$ cat src/rtl/apb_pkg.sv
// -----------------------------------------------------------------------------
// apb_pkg
// Shared definitions for the APB register-bank back-end:
//   - apb_state_e : protocol FSM encoding (IDLE / SETUP / ACCESS)
//   - RESP_OK/ERR : PSLVERR encodings
//   - CNT_W       : width of the wait-state counter (covers 0..15)
//   - get_slice() : extracts element idx of width dw from a packed bus
// -----------------------------------------------------------------------------
package apb_pkg;

  typedef enum logic [1:0] {
    ST_IDLE   = 2'd0,
    ST_SETUP  = 2'd1,
    ST_ACCESS = 2'd2
  } apb_state_e;

  localparam logic RESP_OK  = 1'b0;
  localparam logic RESP_ERR = 1'b1;

  localparam int unsigned CNT_W     = 4;
  localparam int unsigned MAX_DW    = 32;
  localparam int unsigned MAX_BUS_W = 256;

  // Callers zero-extend their bus to MAX_BUS_W and truncate the result to
  // their own data width; dw must not exceed MAX_DW.
  function automatic logic [MAX_DW-1:0] get_slice(input logic [MAX_BUS_W-1:0] bus,
                                                  input int unsigned        idx,
                                                  input int unsigned        dw);
    logic [MAX_DW-1:0] mask;
    // For dw == MAX_DW the shift wraps to 0 and the subtraction yields all ones.
    mask = (MAX_DW'(1) << dw) - MAX_DW'(1);
    return MAX_DW'(bus >> (idx * dw)) & mask;
  endfunction

endpackage : apb_pkg

$ cat src/rtl/apb_wait_cnt.sv
// -----------------------------------------------------------------------------
// apb_wait_cnt
// Wait-state counter for the APB ACCESS phase. Counts 0..WAIT_STATES and
// saturates there.
// Ports:
//   clk     in   clock, rising edge
//   rst     in   synchronous active-high reset
//   clr     in   force the count to 0 (takes priority over en)
//   en      in   advance the count by one while not done
//   done_o  out  count == WAIT_STATES (completing ACCESS cycle)
//   last_o  out  count == WAIT_STATES-1 (last wait cycle; never set when
//                WAIT_STATES == 0)
// -----------------------------------------------------------------------------
module apb_wait_cnt
  import apb_pkg::*;
#(
  parameter int unsigned WAIT_STATES = 1
) (
  input  logic clk,
  input  logic rst,
  input  logic clr,
  input  logic en,
  output logic done_o,
  output logic last_o
);

  localparam logic [CNT_W-1:0] LIMIT    = CNT_W'(WAIT_STATES);
  localparam logic [CNT_W-1:0] LIMIT_M1 = (WAIT_STATES == 0) ? '0 : CNT_W'(WAIT_STATES - 1);

  logic [CNT_W-1:0] cnt_q, cnt_d;

  assign done_o = (cnt_q == LIMIT);
  assign last_o = (WAIT_STATES != 0) && (cnt_q == LIMIT_M1);

  always_comb begin
    // NOTE: every always_comb output gets a default first so no path leaves it unassigned (no latch).
    cnt_d = cnt_q;
    if (clr) begin
      cnt_d = '0;
    end else if (en && !done_o) begin
      cnt_d = cnt_q + CNT_W'(1);
    end
  end

  always_ff @(posedge clk) begin
    // NOTE: sequential state uses non-blocking assignments so all flops update from pre-edge values.
    if (rst) begin
      cnt_q <= '0;
    end else begin
      cnt_q <= cnt_d;
    end
  end

endmodule : apb_wait_cnt

$ cat src/rtl/apb_reg_bank.sv
// -----------------------------------------------------------------------------
// apb_reg_bank
// APB slave back-end behind an address decoder. Runs the SETUP/ACCESS protocol
// with WAIT_STATES wait cycles, owns REGWN read/write registers and muxes
// REGRN read-only values supplied from outside.
// Ports:
//   PCLK, PRESET   clock, synchronous active-high reset
//   PSEL, PENABLE  APB select / access-phase enable
//   PWRITE, PWDATA APB direction and write data
//   pselw, pselr   one-hot RW / RO selects from the decoder
//   dec_err        decoder error (bad address, write to RO)
//   ro_data        RO values, element i at [i*DWIDTH +: DWIDTH]
//   PRDATA         read data, non-zero only while PREADY=1
//   PREADY         one-cycle completion pulse (registered)
//   PSLVERR        error response, only while PREADY=1
//   rw_data        RW register contents, same packing as ro_data
//   wr_pulse       one-cycle strobe alongside a newly written value
// -----------------------------------------------------------------------------
module apb_reg_bank
  import apb_pkg::*;
#(
  parameter int unsigned       DWIDTH       = 8,
  parameter int unsigned       REGWN        = 5,
  parameter int unsigned       REGRN        = 3,
  parameter int unsigned       WAIT_STATES  = 1,
  parameter logic [DWIDTH-1:0] RW_RESET_VAL = '0
) (
  input  logic                    PCLK,
  input  logic                    PRESET,
  input  logic                    PSEL,
  input  logic                    PENABLE,
  input  logic                    PWRITE,
  input  logic [DWIDTH-1:0]       PWDATA,
  input  logic [REGWN-1:0]        pselw,
  input  logic [REGRN-1:0]        pselr,
  input  logic                    dec_err,
  input  logic [REGRN*DWIDTH-1:0] ro_data,
  output logic [DWIDTH-1:0]       PRDATA,
  output logic                    PREADY,
  output logic                    PSLVERR,
  output logic [REGWN*DWIDTH-1:0] rw_data,
  output logic [REGWN-1:0]        wr_pulse
);

  // Transfer attributes captured when a transfer enters SETUP; the bus and
  // decoder may change afterwards without affecting the transfer.
  typedef struct packed {
    logic              write;
    logic [DWIDTH-1:0] wdata;
    logic [REGWN-1:0]  pselw;
    logic [REGRN-1:0]  pselr;
    logic              dec_err;
  } hold_t;

  apb_state_e state_q, state_d;
  hold_t      hold_q, hold_d, hold_in;

  logic                          pready_q, pready_d;
  logic                          pslverr_q, pslverr_d;
  logic [DWIDTH-1:0]             prdata_q, prdata_d;
  logic [REGWN-1:0]              wr_pulse_q, wr_pulse_d;
  logic [REGWN-1:0][DWIDTH-1:0]  regs_q, regs_d;

  logic              cnt_clr, cnt_en, cnt_done, cnt_last;
  logic              raise, commit, xfer_err, rd_hit;
  logic [DWIDTH-1:0] rd_data, resp_data;
  logic [REGWN-1:0]  wr_sel;

  apb_wait_cnt #(
    .WAIT_STATES (WAIT_STATES)
  ) u_wait_cnt (
    .clk    (PCLK),
    .rst    (PRESET),
    .clr    (cnt_clr),
    .en     (cnt_en),
    .done_o (cnt_done),
    .last_o (cnt_last)
  );

  assign hold_in = '{write: PWRITE, wdata: PWDATA, pselw: pselw, pselr: pselr, dec_err: dec_err};

  // Decoder error, no target at all, or a write aimed at a read-only slot.
  assign xfer_err = hold_q.dec_err
                  | ((hold_q.pselw == '0) & (hold_q.pselr == '0))
                  | (hold_q.write & (|hold_q.pselr));

  // Isolate the lowest set select bit so a non-one-hot decoder output still
  // writes exactly one register.
  assign wr_sel = hold_q.pselw & (~hold_q.pselw + REGWN'(1));

  // Read mux: lowest set RW select first, then lowest set RO select.
  always_comb begin
    rd_data = '0;
    rd_hit  = 1'b0;
    for (int unsigned i = 0; i < REGWN; i++) begin
      if (!rd_hit && hold_q.pselw[i]) begin
        rd_data = regs_q[i];
        rd_hit  = 1'b1;
      end
    end
    for (int unsigned i = 0; i < REGRN; i++) begin
      if (!rd_hit && hold_q.pselr[i]) begin
        rd_data = DWIDTH'(get_slice(MAX_BUS_W'(ro_data), i, DWIDTH));
        rd_hit  = 1'b1;
      end
    end
  end

  // Writes and erroring transfers return zero data.
  assign resp_data = (xfer_err || hold_q.write) ? '0 : rd_data;

  // Protocol FSM. 'raise' marks the edge that starts the PREADY cycle, so the
  // registered response lines up with the completing ACCESS cycle.
  always_comb begin
    state_d = state_q;
    hold_d  = hold_q;
    cnt_clr = 1'b0;
    cnt_en  = 1'b0;
    raise   = 1'b0;
    commit  = 1'b0;

    unique case (state_q)
      ST_IDLE: begin
        // PSEL with PENABLE already high is a protocol error and is ignored.
        if (PSEL && !PENABLE) begin
          state_d = ST_SETUP;
          hold_d  = hold_in;
        end
      end

      ST_SETUP: begin
        state_d = ST_ACCESS;
        cnt_clr = 1'b1;
        raise   = (WAIT_STATES == 0);
      end

      ST_ACCESS: begin
        if (!PSEL) begin
          state_d = ST_IDLE;                  // master abort: nothing commits
        end else if (!cnt_done) begin
          cnt_en = 1'b1;
          raise  = cnt_last;
        end else begin
          commit = hold_q.write && !xfer_err;
          if (!PENABLE) begin
            state_d = ST_SETUP;               // back-to-back transfer
            hold_d  = hold_in;
          end else begin
            state_d = ST_IDLE;
          end
        end
      end

      default: state_d = ST_IDLE;
    endcase
  end

  always_comb begin
    pready_d   = raise;
    pslverr_d  = (raise && xfer_err) ? RESP_ERR : RESP_OK;
    prdata_d   = raise ? resp_data : '0;
    wr_pulse_d = commit ? wr_sel : '0;
    regs_d     = regs_q;
    for (int unsigned i = 0; i < REGWN; i++) begin
      if (commit && wr_sel[i]) begin
        regs_d[i] = hold_q.wdata;
      end
    end
  end

  always_ff @(posedge PCLK) begin
    if (PRESET) begin
      state_q    <= ST_IDLE;
      hold_q     <= '0;
      pready_q   <= 1'b0;
      pslverr_q  <= RESP_OK;
      prdata_q   <= '0;
      wr_pulse_q <= '0;
      // NOTE: the register array is a handful of flops with a defined reset value, so it is reset like any other state.
      regs_q     <= {REGWN{RW_RESET_VAL}};
    end else begin
      state_q    <= state_d;
      hold_q     <= hold_d;
      pready_q   <= pready_d;
      pslverr_q  <= pslverr_d;
      prdata_q   <= prdata_d;
      wr_pulse_q <= wr_pulse_d;
      regs_q     <= regs_d;
    end
  end

  assign PREADY   = pready_q;
  assign PSLVERR  = pslverr_q;
  assign PRDATA   = prdata_q;
  assign wr_pulse = wr_pulse_q;
  assign rw_data  = regs_q;

endmodule : apb_reg_bank

$ cat config.mk
export PLATFORM = sky130hd
export DESIGN_NAME = apb_reg_bank
export DESIGN_NICKNAME = d
export VERILOG_FILES = /design/src/rtl/apb_pkg.sv /design/src/rtl/apb_wait_cnt.sv /design/src/rtl/apb_reg_bank.sv
export SDC_FILE = /design/constraint.sdc
export NUM_CORES = 1
export LEC_CHECK = 0
export ABC_AREA = 1
export BUFFER_PORTS_ARGS = -buffer_cell sky130_fd_sc_hd__buf_2
export CORE_MARGIN = 2
export CORE_UTILIZATION = 49
export CTS_BUF_LIST = sky130_fd_sc_hd__clkbuf_2
export DETAILED_ROUTE_END_ITERATION = 10
export PLACE_DENSITY_LB_ADDON = 0.2
export SLEW_MARGIN = 15
export SYNTH_ARGS = -nofsm -noshare
export SYNTH_HDL_FRONTEND = slang
export SYNTH_HIERARCHICAL = 1
export SYNTH_SLANG_ARGS = --single-unit
export TNS_END_PERCENT = 30
$ cat constraint.sdc
create_clock -name PCLK -period 1.5 [get_ports PCLK]
set_input_delay 0.075 -clock PCLK [delete_from_list [all_inputs] [get_ports PCLK]]
set_output_delay 0.075 -clock PCLK [all_outputs]
set_load 0.01 [all_outputs]
=== Yosys cells after proc, flatten, opt, wreduce, memory -nomap -nowiden ===
Cells that the tools add are included.

* Output and inout bits: 55
* Logic and storage cells: 108
* Bits of input ports: 46
* Register bits after elaboration: 79

* Muxes and demuxes: 36
* Bitwise gates (word level): 8
* Eq/ne operators: 8
* Reduce and logical (&&, ||, !) cells: 38
* Add/sub/neg operators: 2

{| class="wikitable"
|+ Operators with widths
! operator !! count
|-
| two-way mux 18 bit || 4
|-
| two-way mux 8 bit || 8
|-
| one-hot mux 18 bit (2 select lines) || 1
|-
| two-way mux 1 bit || 19
|-
| logical AND 1 bit || 16
|-
| zero test 1 bit || 10
|-
| inequality test 2 bit, second input constant || 4
|-
| two-way mux 2 bit || 3
|-
| one-hot mux 2 bit (3 select lines) || 1
|-
| OR reduction 3 bit || 2
|-
| adder 5 x 1 -> 5 bit, second input constant || 1
|-
| bitwise AND 5 bit || 1
|-
| zero test 5 bit || 1
|-
| NOT 5 bit || 1
|-
| AND reduction 5 bit || 1
|-
| adder 4 x 1 -> 4 bit, second input constant || 1
|-
| equality test 4 x 1 -> 1 bit, second input constant || 1
|-
| zero test 4 bit || 1
|-
| OR reduction 2 bit || 2
|-
| zero test 3 bit || 1
|-
| inequality test 3 bit, second input constant || 1
|-
| bitwise AND 1 bit || 2
|-
| equality test 2 x 1 -> 1 bit, second input constant || 1
|-
| equality test 2 bit, second input constant || 1
|-
| other kinds (6) || 8
|}

=== Logic depth before layout (Yosys ltp) ===
* Depth after elaboration: 22
* Depth in mapped cells: 11
* Gate-level depth less buffers: 11

=== By module ===
Netlist, hierarchy kept.

{| class="wikitable"
|+ By module, submodules not included
! module !! area an instance (um2) !! cells an instance !! seq. area each (um2) !! instances
|-
| apb_reg_bank || 3462.1 || 516 || 1501.4 || 1
|-
| apb_wait_cnt || 270.3 || 39 || 80.1 || 1
|}

=== Worst setup path before layout ===
No wires, ideal clock.

* Path kind: reg-to-reg
* Start: register u_wait_cnt.cnt_q[0]
* End: register regs_q, in the netlist rw_data[10]
* Required time: 1387 ps
* Data arrival time: 1573 ps
* Buffers on the path: 1
* Slack: -186 ps
* Period minus slack after synthesis: 1686 ps
* Stages on the path, launching flop included: 10
* Setup time: 113 ps
* Cells stage by stage: dfxtp_1 -> ha_1 -> nand2_2 -> inv_1 -> nand3_1 -> nor2_4 -> nand4_4 -> buf_6 -> nor2_1 -> nor2_1

* Longest elaborated chain between the ends: 5

{| class="wikitable"
|+ Ends and longest elaborated chain
! item !! RTL line !! text
|-
| start: declaration || apb_wait_cnt.sv:30 || <nowiki>logic [CNT_W-1:0] cnt_q, cnt_d;</nowiki>
|-
| start signal: assignment || apb_wait_cnt.sv:50 || <nowiki>cnt_q <= cnt_d;</nowiki>
|-
| equality test 4 x 1 -> 1 bit || apb_wait_cnt.sv:32 || <nowiki>assign done_o = (cnt_q == LIMIT);</nowiki>
|-
| via cnt_done || apb_reg_bank.sv:64 || <nowiki>logic cnt_clr, cnt_en, cnt_done, cnt_last;</nowiki>
|-
| two-way mux 1 bit || apb_reg_bank.sv:140 || <nowiki>end else if (!cnt_done) begin</nowiki>
|-
| two-way mux 1 bit || apb_reg_bank.sv:138 || <nowiki>if (!PSEL) begin</nowiki>
|-
| two-way mux 1 bit || apb_reg_bank.sv:122 || <nowiki>unique case (state_q)</nowiki>
|-
| logical AND 1 bit || apb_reg_bank.sv:165 || <nowiki>if (commit && wr_sel[i]) begin</nowiki>
|-
| end signal: assignment || apb_reg_bank.sv:180 || <nowiki>regs_q <= {REGWN{RW_RESET_VAL}};</nowiki>
|-
| end signal: assignment || apb_reg_bank.sv:188 || <nowiki>regs_q <= regs_d;</nowiki>
|-
| end: declaration || apb_reg_bank.sv:62 || <nowiki>logic [REGWN-1:0][DWIDTH-1:0] regs_q, regs_d;</nowiki>
|}

The timed path passes the listed nets, and every way through them passes these cells.
A chain may end at the register's enable or synchronous reset.

=== Worst setup path in the final report ===
* Start: register u_wait_cnt.cnt_q[1]
* End: register regs_q, in the netlist rw_data[35]

The elaborated chain is that of the path after synthesis.

==> impl_metrics.ini <==
[outcome]
outcome = finished, violations left
failed_checks = setup timing

[logic_synthesis]
synth_area_per_cell_um2 = 6.72
synth_top_family_by_area = simple AND/OR/NAND/NOR gates
synth_area_mm2 = 0.00373
yosysMostFrequentCell = nor2_1
synth_cell_types = 26
synth_nets = 604
ys_top_cells_by_area = dfxtp_1 42%, nor2_1 17%, nand2_1 13%
synth_seq_cells = 79
yosys.area.top_type = dfxtp_1
synth_common_cells = 165 x nor2_1, 130 x nand2_1, 79 x dfxtp_1
synth_xor_area_share_pct = 0
ys.flop_type = dfxtp_1
netlist.area_leader.share_pct = 42.4
synthCells = 555
synth.mux.area_fraction_pct = 0
yosysSeqAreaShare_pct = 42.4
yosys_warnings = 6
synth_edf_count = 0
async_flop_share_pct = 0
synth-adder-area-share_pct = 1.01
synth_compound_area_share_pct = 5.70
yosys.area_share.simple_pct = 40.3

[floorplan]
die-area_mm2 = 0.00833
die_h_um = 91.3
core_area_mm2 = 0.00733
start_util_pct = 50.9
die_w_um = 91.3
row_count = 31
ioPinCount = 101

[place]
gp_congestion = 0.915
io_buffers = 100
hpwl_mm = 7.55
placed_cells = 765

[drt]
viasPerCell = 5.24
drc = 0
wirelength_mm = 13.3
ant_nets = 0
dr.first_iter.drc_count = 370
num_vias = 4436
wl_per_cell_um = 15.7
dr.pass1.iters = 6

[power]
p_seq_share_pct = 54.5
leakage_nw = 2.84
combPwrFrac_pct = 16.7
power_density_mw_per_mm2 = 733
switching_share_pct = 30.8
finalPower_mw = 4.06
p_int_mw = 2.81
ir_worst_vdd_uv = 434
p_sw_mw = 1.25
power.share.clock_pct = 28.8

[worst_setup_path]
cp.required_ns = 1.98
r2r_cells = 12
cp-end-kind = flop
crit_fanout = 6
cp.arrival_ns = 2.20
crit_type = flop to flop
start_kind = flop

[finish]
drive_gt1_share_pct = 30.8
fillerInstances = 532
n_antenna_cell = 0
layoutNonFillerInstCount = 846
final_nets = 791
area.growth.synth_to_final_pct = 48.2
multiInputGateArea_mm2 = 0.00208
seq_area_mm2 = 0.00159

[job]
max_cap_viol_count = 0

[global_routing]
antenna_found_initial = 0
grt_use_total_pct = 31.1
grt_first_pass_wirelength_mm = 20.3
grt_max_degree = 59
grt_pass1_vias = 4223
grt_overflow = 0

[clocking]
cts_root_buf = clkbuf_2
clk_pin_slew_ns = 0.24
cts_buffer_depth = 2
htreeDepth = 3
cts_made_buffers = 9
cts.sinks = 79
cts_tree = done
clock_latency_ns = 0.54

[min_path]
min_path_cells = 5
min-delay-path-class = primary input to flop

[sta]
finalHoldViolCount = 0
finalCritPeriodShare_pct = 115
finClkSkew_ns = 0.0223
final.setup.worst_slack_ns = -0.218
max_freq_mhz = 582
fin_crit_ns = 1.72
slew_violations = 0
timing.slew.headroom_pct = 67.8
worst_slew_pin_slew_ns = 0.482
rsz0062_at_grt = true
setup_viol = 74
path summary, 6_finish.rpt:
path | startpoint | to | slack (ns)
worst max register to register | u_wait_cnt/cnt_q[1] | rw_data[35] | -0.22
worst min register to register | hold_q[3] | hold_q[3] | 0.49
worst max-delay path | u_wait_cnt/cnt_q[1] | rw_data[35] | -0.22
worst min-delay path | PENABLE | state_q[0] | 0.009
power groups by stage:
stage / combinational, mW / clock [mW] / sequential, mW
2_1_floorplan: 0.261 / 0 / 2.22
3_3_place_gp: 0.427 / 0 / 2.24
3_5_place_dp: 0.435 / 0 / 2.24
4_1_cts: 0.621 / 1.15 / 2.20
5_1_grt: 0.726 / 1.23 / 2.21
6_report: 0.677 / 1.17 / 2.21
placed cells by master, fill, tap and decap left out, types with 2 or more instances in the layout:
cell,n
nor2_1,150
nand2_1,119
buf_2,100
dfxtp_1,73
inv_1,65
dlygate4sd3_1,45
buf_4,30
o21ai_0,21
nor2_2,15
nand2_2,15
nand3_1,15
nand4_4,12
nand4_1,10
clkbuf_2,9
nor2_4,6
a21oi_1,5
dfxtp_2,5
buf_12,5
inv_2,4
clkinvlp_4,4
o211ai_1,4
nand2_4,3
o21ai_1,3
clkinv_2,3
nand4_2,3
nand3_4,2
inv_4,2
o22ai_1,2
nor3_2,2
buf_16,2
a21oi_2,2
ha_1,2
critical path: stages, from the launching register on:
cell and delay (ns):
dfxtp_2 0.39, inv_2 0.07, ha_4 0.15, nand2_4 0.05, inv_4 0.06, nand3_4 0.09
nor2_4 0.13, buf_12 0.14, buf_12 0.15, nand4_4 0.14, nand2_2 0.13, nand2_2 0.05
nor2_1 0.11
through the flow:
step                worst slack [ns]  TNS, ns  util [%]  cell area [µm²]  hold WS, ns
global route                  -0.312   -16.52      75.5             5530       0.0217
detailed placement            -0.125    -4.19      61.6             4520        0.332
CTS                           -0.105    -4.51      73.4             5380       -0.148
finish                        -0.218    -9.54      75.5             5530      0.00852
floorplan                    -0.0669    -2.58         -             3770        0.241
global placement             -0.0713    -1.71      61.6             4520        0.332
timing repair:
item,in CTS,in global routing
gates resized for setup,17,40
pin swaps,10,11
setup endpoints to repair,72,76
buffers inserted,4,2
hold buffers,45,1
cloned,11,2
hold endpoints to repair,38,7
cells by family (layout without fill, tap and decap cells):
kind of cell / count (synthesis) / after routing
buffers and inverters: 90 / 272
AO/OA/AOI/OAI: 38 / 38
adder cells (fa/ha/maj): 3 / 3
AND/OR/NAND/NOR: 345 / 355
flip-flops: 79 / 79
final cells by class:
class / count / share of cell area (%)
clock buffer: 9 / 0.814
clock inverter: 7 / 1.15
inverter: 72 / 5.04
multi-input combinational: 396 / 37.6
sequential: 79 / 28.8
tap: 99 / 2.24
timing repair buffer: 183 / 24.3
timing repair inverter: 1 / 0.136
registers in the layout, indices dropped and copies added, names as in the netlist:
signal	flops
PREADY	1
wr_pulse	5
hold_q	18
PSLVERR	1
PRDATA	8
rw_data	40
state_q	2
u_wait_cnt/cnt_q	4
per-layer routing:
metal	track usage, %	wire length, µm	vias to the layer above
met5	0	0	-
met4	17.2	517	0
met3	5.06	1130	50
met2	53.6	6560	268
met1	36.7	5060	2015
li1	-	-	2103
No activity file was read; power rests on OpenSTA's default activity.
